**config.mk**
```make
export PLATFORM = sky130hd
export DESIGN_NAME = cache_fill_ctrl_flat
export DESIGN_NICKNAME = d
export VERILOG_FILES = /design/src/rtl/cache_fill_if.sv /design/src/rtl/cache_fill_ctrl.sv /design/src/flat_wrapper.sv
export SDC_FILE = /design/constraint.sdc
export NUM_CORES = 1
export LEC_CHECK = 0
export CAP_MARGIN = 15
export CELL_PAD_IN_SITES_DETAIL_PLACEMENT = 0
export CELL_PAD_IN_SITES_GLOBAL_PLACEMENT = 1
export CORE_ASPECT_RATIO = 0.5
export CORE_MARGIN = 1
export CORE_UTILIZATION = 25
export DETAILED_ROUTE_END_ITERATION = 16
export PLACE_DENSITY_LB_ADDON = 0.05
export SLEW_MARGIN = 5
export SYNTH_ARGS = -nofsm -noshare
export SYNTH_HDL_FRONTEND = slang
export SYNTH_SLANG_ARGS = --single-unit
```
**constraint.sdc**
```tcl
create_clock -name clk -period 1.78 [get_ports clk]
set_input_delay 0.356 -clock clk [delete_from_list [all_inputs] [get_ports clk]]
set_output_delay 0.356 -clock clk [all_outputs]
set_load 0.02 [all_outputs]
```
**src/rtl/cache_fill_if.sv**
```systemverilog
// Bundle between the fill controller, the requesting caches and pipelined main memory.
// crit_o exists only when CRITICAL_WORD_FIRST_EN is defined.
interface cache_fill_if #(
    parameter int unsigned ADDR_W        = 16,
    parameter int unsigned DATA_W        = 16,
    parameter int unsigned WORDS_PER_BLK = 8,
    parameter int unsigned NUM_REQ       = 2
);
    localparam int unsigned OFF_W = $clog2(WORDS_PER_BLK);
    localparam int unsigned GNT_W = (NUM_REQ > 1) ? $clog2(NUM_REQ) : 1;

    logic [NUM_REQ-1:0]        miss_i;
    logic [NUM_REQ*ADDR_W-1:0] miss_addr_i;
    logic                      mem_req_o;
    logic [ADDR_W-1:0]         mem_addr_o;
    logic                      mem_rvalid_i;
    logic [DATA_W-1:0]         mem_rdata_i;
    logic [NUM_REQ-1:0]        data_we_o;
    logic [OFF_W-1:0]          data_word_o;
    logic [DATA_W-1:0]         data_wdata_o;
    logic [NUM_REQ-1:0]        tag_we_o;
    logic [NUM_REQ-1:0]        done_o;
    logic [GNT_W-1:0]          gnt_o;
    logic                      busy_o;
    logic                      stall_o;
`ifdef CRITICAL_WORD_FIRST_EN
    logic                      crit_o;
`endif

    modport master (
        input  miss_i, miss_addr_i, mem_rvalid_i, mem_rdata_i,
        output mem_req_o, mem_addr_o, data_we_o, data_word_o, data_wdata_o,
               tag_we_o, done_o, gnt_o, busy_o, stall_o
`ifdef CRITICAL_WORD_FIRST_EN
        , output crit_o
`endif
    );

    modport slave (
        output miss_i, miss_addr_i, mem_rvalid_i, mem_rdata_i,
        input  mem_req_o, mem_addr_o, data_we_o, data_word_o, data_wdata_o,
               tag_we_o, done_o, gnt_o, busy_o, stall_o
`ifdef CRITICAL_WORD_FIRST_EN
        , input crit_o
`endif
    );
endinterface

```
**src/rtl/cache_fill_ctrl.sv**
```systemverilog
// Multi-requester cache-miss fill controller: grants one miss at a time, streams a block from
// pipelined memory into the granted cache, then writes its tag. Optional: CRITICAL_WORD_FIRST_EN.
module cache_fill_ctrl #(
    parameter int unsigned ADDR_W        = 16,
    parameter int unsigned DATA_W        = 16,
    parameter int unsigned WORDS_PER_BLK = 8,
    parameter int unsigned NUM_REQ       = 2
) (
    input logic         clk,
    input logic         rst_n,
    cache_fill_if.master bus
);
    localparam int unsigned OFF_W = $clog2(WORDS_PER_BLK);
    localparam int unsigned CNT_W = OFF_W + 1;
    localparam int unsigned GNT_W = (NUM_REQ > 1) ? $clog2(NUM_REQ) : 1;
    localparam logic [CNT_W-1:0]  FULL_CNT  = CNT_W'(WORDS_PER_BLK);
    localparam logic [CNT_W-1:0]  LAST_CNT  = CNT_W'(WORDS_PER_BLK - 1);
    localparam logic [ADDR_W-1:0] BLK_MASK  = ADDR_W'(2 * WORDS_PER_BLK - 1);

    typedef enum logic [1:0] {
        IDLE = 2'd0,
        FILL = 2'd1,
        DONE = 2'd2
    } state_t;

    state_t             state;
    logic               busy;
    logic [GNT_W-1:0]   gnt;
    logic [ADDR_W-1:0]  base;
    logic [OFF_W-1:0]   startOff;
    logic [CNT_W-1:0]   issueCnt;
    logic [CNT_W-1:0]   retCnt;

    logic [GNT_W-1:0]   pickIdx;
    logic [ADDR_W-1:0]  pickAddr;
    logic               pickFound;
    logic [OFF_W-1:0]   issueOff;
    logic [OFF_W-1:0]   retOff;
    logic               issueOk;
    logic               retOk;
    logic [NUM_REQ-1:0] gntOneHot;

    // Fixed priority: the lowest asserted requester wins.
    always_comb begin
        pickIdx   = '0;
        pickAddr  = '0;
        pickFound = 1'b0;
        for (int k = 0; k < int'(NUM_REQ); k++) begin
            if (bus.miss_i[k] && !pickFound) begin
                pickIdx   = GNT_W'(k);
                pickAddr  = bus.miss_addr_i[k*ADDR_W +: ADDR_W];
                pickFound = 1'b1;
            end
        end
    end

    assign issueOff  = startOff + issueCnt[OFF_W-1:0];
    assign retOff    = startOff + retCnt[OFF_W-1:0];
    assign issueOk   = (state == FILL) && (issueCnt < FULL_CNT);
    assign retOk     = (state == FILL) && bus.mem_rvalid_i && (retCnt < FULL_CNT);
    assign gntOneHot = NUM_REQ'(1) << gnt;

`ifdef CRITICAL_WORD_FIRST_EN
    // Wrap point of the fill is the word that actually missed.
    always_ff @(posedge clk or negedge rst_n) begin
        if (!rst_n) begin
            startOff <= '0;
        end else if (state == IDLE && pickFound) begin
            startOff <= pickAddr[OFF_W:1];
        end
    end
`else
    assign startOff = '0;
`endif

    // State, grant latch and issue/return counters.
    always_ff @(posedge clk or negedge rst_n) begin
        if (!rst_n) begin
            state    <= IDLE;
            busy     <= 1'b0;
            gnt      <= '0;
            base     <= '0;
            issueCnt <= '0;
            retCnt   <= '0;
        end else begin
            unique case (state)
                IDLE: begin
                    if (pickFound) begin
                        state    <= FILL;
                        busy     <= 1'b1;
                        gnt      <= pickIdx;
                        base     <= pickAddr & ~BLK_MASK;
                        issueCnt <= '0;
                        retCnt   <= '0;
                    end
                end
                FILL: begin
                    if (issueOk) begin
                        issueCnt <= issueCnt + CNT_W'(1);
                    end
                    if (retOk) begin
                        retCnt <= retCnt + CNT_W'(1);
                        if (retCnt == LAST_CNT) begin
                            state <= DONE;
                        end
                    end
                end
                DONE: begin
                    state <= IDLE;
                    busy  <= 1'b0;
                end
                default: begin
                    state <= IDLE;
                    busy  <= 1'b0;
                end
            endcase
        end
    end

    // Memory issue, array writes and completion decoded from the registered state.
    always_comb begin
        bus.mem_req_o    = 1'b0;
        bus.mem_addr_o   = '0;
        bus.data_we_o    = '0;
        bus.data_word_o  = '0;
        bus.data_wdata_o = '0;
        bus.tag_we_o     = '0;
        bus.done_o       = '0;
`ifdef CRITICAL_WORD_FIRST_EN
        bus.crit_o       = 1'b0;
`endif
        if (issueOk) begin
            bus.mem_req_o  = 1'b1;
            bus.mem_addr_o = base + ADDR_W'({issueOff, 1'b0});
        end
        if (retOk) begin
            bus.data_we_o    = gntOneHot;
            bus.data_word_o  = retOff;
            bus.data_wdata_o = bus.mem_rdata_i;
`ifdef CRITICAL_WORD_FIRST_EN
            bus.crit_o       = (retCnt == '0);
`endif
        end
        if (state == DONE) begin
            bus.tag_we_o = gntOneHot;
            bus.done_o   = gntOneHot;
        end
    end

    assign bus.gnt_o   = gnt;
    assign bus.busy_o  = busy;
    assign bus.stall_o = busy | (|bus.miss_i);

endmodule

```
**src/flat_wrapper.sv**
```systemverilog
// flat-port wrapper written by rule: the top's interface ports become plain ports
module cache_fill_ctrl_flat 
#(
    parameter int unsigned ADDR_W        = 16,
    parameter int unsigned DATA_W        = 16,
    parameter int unsigned WORDS_PER_BLK = 8,
    parameter int unsigned NUM_REQ       = 2
)
  (clk, rst_n, bus_miss_i, bus_miss_addr_i, bus_mem_rvalid_i, bus_mem_rdata_i, bus_mem_req_o, bus_mem_addr_o, bus_data_we_o, bus_data_word_o, bus_data_wdata_o, bus_tag_we_o, bus_done_o, bus_gnt_o, bus_busy_o, bus_stall_o);
  cache_fill_if #(.ADDR_W(ADDR_W), .DATA_W(DATA_W), .WORDS_PER_BLK(WORDS_PER_BLK), .NUM_REQ(NUM_REQ)) bus_i ();
  input logic clk;
  input logic rst_n;
  input wire logic [$bits(bus_i.miss_i)-1:0] bus_miss_i;
  input wire logic [$bits(bus_i.miss_addr_i)-1:0] bus_miss_addr_i;
  input wire logic [$bits(bus_i.mem_rvalid_i)-1:0] bus_mem_rvalid_i;
  input wire logic [$bits(bus_i.mem_rdata_i)-1:0] bus_mem_rdata_i;
  output wire logic [$bits(bus_i.mem_req_o)-1:0] bus_mem_req_o;
  output wire logic [$bits(bus_i.mem_addr_o)-1:0] bus_mem_addr_o;
  output wire logic [$bits(bus_i.data_we_o)-1:0] bus_data_we_o;
  output wire logic [$bits(bus_i.data_word_o)-1:0] bus_data_word_o;
  output wire logic [$bits(bus_i.data_wdata_o)-1:0] bus_data_wdata_o;
  output wire logic [$bits(bus_i.tag_we_o)-1:0] bus_tag_we_o;
  output wire logic [$bits(bus_i.done_o)-1:0] bus_done_o;
  output wire logic [$bits(bus_i.gnt_o)-1:0] bus_gnt_o;
  output wire logic [$bits(bus_i.busy_o)-1:0] bus_busy_o;
  output wire logic [$bits(bus_i.stall_o)-1:0] bus_stall_o;
  assign bus_i.miss_i = bus_miss_i;
  assign bus_i.miss_addr_i = bus_miss_addr_i;
  assign bus_i.mem_rvalid_i = bus_mem_rvalid_i;
  assign bus_i.mem_rdata_i = bus_mem_rdata_i;
  assign bus_mem_req_o = bus_i.mem_req_o;
  assign bus_mem_addr_o = bus_i.mem_addr_o;
  assign bus_data_we_o = bus_i.data_we_o;
  assign bus_data_word_o = bus_i.data_word_o;
  assign bus_data_wdata_o = bus_i.data_wdata_o;
  assign bus_tag_we_o = bus_i.tag_we_o;
  assign bus_done_o = bus_i.done_o;
  assign bus_gnt_o = bus_i.gnt_o;
  assign bus_busy_o = bus_i.busy_o;
  assign bus_stall_o = bus_i.stall_o;
  cache_fill_ctrl #(.ADDR_W(ADDR_W), .DATA_W(DATA_W), .WORDS_PER_BLK(WORDS_PER_BLK), .NUM_REQ(NUM_REQ)) u_core (.clk(clk), .rst_n(rst_n), .bus(bus_i));
endmodule
```
==> metrics.txt <==
# TYPE chip_impl_metric gauge
chip_impl_metric{name="die_h",unit="um"} 56.30
chip_impl_metric{name="ff2ff_path_depth",unit=""} 7
chip_impl_metric{name="fin_nets",unit=""} 306
chip_impl_info{name="ordered_cell_list_for_the_critical_path",value="buf_4, and4bb_4, nor2b_1, buf_4"} 1
chip_impl_metric{name="synth_sequential_area_ratio",unit="%"} 40.75
chip_impl_metric{name="timing.reg2reg.setup_slack",unit="ns"} 0.09
chip_impl_metric{name="wl_met1",unit="um"} 2220
chip_impl_info{name="source_of_the_critical_timing_path",value="u_core.state[1]"} 1
chip_impl_info{name="synth_top_cells_by_area",value="sky130_fd_sc_hd__dfrtp_1 41%, sky130_fd_sc_hd__and2_1 15%, sky130_fd_sc_hd__a2bb2oi_2 7.1%"} 1
chip_impl_metric{name="cp_peak_stage_delay",unit="ns"} 0.39
chip_impl_info{name="path_type_of_the_worst_setup_path",value="reg -> out"} 1
chip_impl_info{name="yosys.area.top_type",value="sky130_fd_sc_hd__dfrtp_1"} 1
chip_impl_metric{name="grt_use_total",unit="%"} 15.43
chip_impl_metric{name="grt_first_pass_wirelength",unit="um"} 7652
chip_impl_metric{name="ys_warn_count",unit=""} 0
chip_impl_metric{name="area_delta_synth_final",unit="%"} 90.75
chip_impl_metric{name="clk_transition_reported_paths",unit="ns"} 0.06
chip_impl_info{name="commonest_cells_in_the_synthesized_netlist",value="35 x sky130_fd_sc_hd__and2_1, 24 x sky130_fd_sc_hd__dfrtp_1, 10 x sky130_fd_sc_hd__o22ai_1"} 1
chip_impl_metric{name="max-vdd-ir-drop",unit="uV"} 831.3
chip_impl_metric{name="clk_path_buf_depth",unit=""} 2
chip_impl_info{name="timing.critical_path.from_type",value="register"} 1
chip_impl_metric{name="power",unit="W"} 0.004628
chip_impl_metric{name="vias",unit=""} 1508
chip_impl_metric{name="route.detailed.vias_per_inst",unit=""} 4.669
chip_impl_metric{name="p_per_area",unit="mW/mm^2"} 1646
chip_impl_metric{name="initial_utilization",unit="%"} 26.38
chip_impl_metric{name="vias_in_the_first_global_route",unit=""} 1532
chip_impl_metric{name="grt_max_degree",unit=""} 25
chip_impl_metric{name="fraction_of_layout_cells_with_a_size_suffix_above_1",unit="%"} 50.00
chip_impl_metric{name="port-buffer-count",unit=""} 88
chip_impl_metric{name="antenna_found_initial",unit=""} 0
chip_impl_metric{name="asyncSetResetFlopFracSynth",unit="%"} 100.0
chip_impl_metric{name="detailedRoute.firstPassIterationCount",unit=""} 6
chip_impl_info{name="clock_root_buffer",value="sky130_fd_sc_hd__clkbuf_16"} 1
chip_impl_metric{name="postSynthNetCount",unit=""} 197
chip_impl_metric{name="cts_buffers",unit=""} 3
chip_impl_metric{name="ys_seq_elements",unit=""} 24
chip_impl_metric{name="synth_cell_type_count",unit=""} 36
chip_impl_metric{name="rows",unit=""} 19
chip_impl_info{name="run_status",value="complete, but fails checks"} 1
chip_impl_info{name="synth_most_common_cell",value="sky130_fd_sc_hd__and2_1"} 1
chip_impl_metric{name="timing.clock.skew",unit="ns"} 0.003754
chip_impl_metric{name="critical_path_arrival",unit="ns"} 1.46
chip_impl_info{name="rr_endpoint",value="u_core.base[4]"} 1
chip_impl_metric{name="maxCapViolCount",unit=""} 0
chip_impl_metric{name="routedWlPerCell",unit="um"} 14.16
chip_impl_metric{name="wl_met3",unit="um"} 327
chip_impl_info{name="cts_tree",value="done"} 1
chip_impl_info{name="slowest_stage",value="sky130_fd_sc_hd__and4bb_4"} 1
chip_impl_info{name="r2r_start",value="u_core.state[1]"} 1
chip_impl_metric{name="ant_nets",unit=""} 0
chip_impl_metric{name="syn_inst",unit=""} 142
chip_impl_info{name="synth-main-ff-cell",value="sky130_fd_sc_hd__dfrtp_1"} 1
chip_impl_metric{name="clock_latency",unit="ns"} 0.26
chip_impl_metric{name="finalHoldViolations",unit=""} 0
chip_impl_metric{name="io_pins",unit=""} 98
chip_impl_info{name="grt_setup_unrepaired",value="yes"} 1
chip_impl_metric{name="drv_slew",unit=""} 0
chip_impl_metric{name="worst-endpoint-required",unit="ns"} 1.42
chip_impl_metric{name="cts.sink_count",unit=""} 24
chip_impl_metric{name="place_ws",unit="ns"} -0.6626
chip_impl_metric{name="netlist_area",unit="mm^2"} 0.001474
chip_impl_info{name="routed.top_layer",value="met4"} 1
chip_impl_metric{name="syn_area_per_cell",unit="um^2"} 10.38
chip_impl_metric{name="placeableCoreArea",unit="mm^2"} 0.005587
chip_impl_metric{name="die_span_in_x",unit="um"} 110.6
chip_impl_metric{name="area_share_of_the_largest_cell_type_after_synthesis",unit="%"} 40.75
chip_impl_metric{name="dp_hpwl",unit="um"} 3033
chip_impl_metric{name="synth_enable_flop_cells",unit=""} 0
chip_impl_metric{name="met2_length",unit="um"} 2008
chip_impl_metric{name="routed_wl",unit="um"} 4575
chip_impl_metric{name="achievable-frequency",unit="GHz"} 0.5493
chip_impl_metric{name="finalWorstSetupSlack",unit="ns"} -0.04040
chip_impl_info{name="worst_hold_path_type",value="in -> async"} 1
chip_impl_metric{name="p_leak",unit="nW"} 1.274
chip_impl_metric{name="drt_first_iter_violations",unit=""} 16
chip_impl_metric{name="finalCritPeriodShare",unit="%"} 102.3
chip_impl_info{name="crit_path_end_kind",value="primary output"} 1
chip_impl_info{name="crit_path_frequent_cell",value="sky130_fd_sc_hd__buf_4"} 1
chip_impl_metric{name="finalWorstPathRequiredPeriod",unit="ns"} 1.820
chip_impl_info{name="violations",value="setup timing"} 1
chip_impl_metric{name="gp_routability_congestion",unit=""} 0.7175
chip_impl_metric{name="cts.hold.buffers_added",unit=""} 0
chip_impl_metric{name="worstPathMaxFanout",unit=""} 6
chip_impl_metric{name="antenna-diode-count",unit=""} 0
chip_impl_metric{name="timing.final.setup_violations",unit=""} 6
chip_impl_metric{name="remaining_drc_errors",unit=""} 0
chip_impl_metric{name="htree_levels",unit=""} 1
chip_impl_metric{name="die_footprint",unit="mm^2"} 0.006225
chip_impl_metric{name="final.setup.tns",unit="ns"} -0.1320
chip_impl_metric{name="grt_remaining_overflow",unit=""} 0
## power by group
group | internal (W) | switching, W
registers | 0.000791 | 0.000227
logic | 0.00171 | 0.00125
clock network | 0.000447 | 0.000198
total | 0.00295 | 0.00167
## final cells by class
cell class / count / area (um^2)
clock buffer: 3 / 75.07
clock inverter: 1 / 30.03
fill: 506 / 2775
inverter: 2 / 7.507
multi-input combinational: 107 / 919.6
sequential: 24 / 601.8
tap: 73 / 91.34
timing repair buffer: 113 / 1086
## logic make-up after synthesis
logic type,Yosys count,synth area share (%)
other,1,0.2544
muxes,4,2.971
adders and majority gates,2,1.698
and+or+nand+nor,62,27.25
buffers and inverters,14,6.281
DFF,24,40.75
AOI/OAI and AO/OA,34,20.20
xor gates and xnor gates,1,0.5943
## placed cells by master (no fill, tap or decap), types with 2 or more instances in the layout
master                            netlist  final
sky130_fd_sc_hd__a21oi_1                5      5
sky130_fd_sc_hd__a22o_1                 2      2
sky130_fd_sc_hd__a2bb2oi_1              3      3
sky130_fd_sc_hd__a2bb2oi_2              7      7
sky130_fd_sc_hd__a41oi_1                2      2
sky130_fd_sc_hd__and2_4                 0     34
sky130_fd_sc_hd__and3_1                 3      3
sky130_fd_sc_hd__and4bb_2               2      2
sky130_fd_sc_hd__and4bb_4               0      3
sky130_fd_sc_hd__buf_2                  3      6
sky130_fd_sc_hd__buf_4                  5     24
sky130_fd_sc_hd__buf_6                  2     37
sky130_fd_sc_hd__clkbuf_16              0      3
sky130_fd_sc_hd__clkdlybuf4s50_1        0     45
sky130_fd_sc_hd__dfrtp_1               24     23
sky130_fd_sc_hd__ha_1                   2      2
sky130_fd_sc_hd__mux2_2                 3      3
sky130_fd_sc_hd__nor2_1                 9      9
sky130_fd_sc_hd__nor2b_1                3      3
sky130_fd_sc_hd__o22ai_1               10     10
sky130_fd_sc_hd__o2bb2ai_1              2      2
## timing repair
action / 4_1_cts / 5_1_grt
resized for setup: 236 / 48
pin swaps: 11 / 10
cloned: 4 / 0
setup buffers: 5 / 1
setup endpoints to repair: 42 / 41
## sequential cells by signal, indices dropped and copies added (netlist names)
signal,cells
u_core.state,2
u_core.bus.busy_o,1
u_core.base,12
u_core.retCnt,4
u_core.issueCnt,4
u_core.bus.gnt_o,1
## worst max-delay path: cells and delay by family (launching register included)
| family | cells | cell delay (ns) |
|---|---|---|
| flops | 1 | 0.38 |
| buf+inv | 2 | 0.29 |
| simple gates | 2 | 0.53 |
## stage by stage
| step | std cells | util, % | hold slack, ns | area (um^2) |
|---|---|---|---|---|
| 5_1_grt | 323 | 50.32 | 0.4945 | 2811 |
| 6_report | 323 | 50.32 | 0.4640 | 2811 |
| 2_1_floorplan | 142 | - | 0.06041 | 1474 |
| 4_1_cts | 324 | 48.85 | 0.4772 | 2729 |
| 3_5_place_dp | 311 | 45.17 | 0.4963 | 2524 |
| 3_3_place_gp | 311 | 45.17 | 0.4862 | 2524 |
## per-layer routing
layer	global-route usage (%)	vias to the layer above
li1	-	725
met2	25.11	72
met1	21.00	706
met5	0	-
met3	4.536	5
met4	1.714	0
## worst max path at each step
stage	slack [ns]	to
after CTS	-0.09	bus_mem_addr_o[13]
after detailed placement	-0.66	bus_data_word_o[1]
after global routing	-0.09	bus_data_we_o[0]
after floorplan	0.03	bus_tag_we_o[0]
after global placement	-0.63	bus_data_wdata_o[13]
final	-0.04	bus_data_we_o[0]
Power figures use the tool's default switching activity.
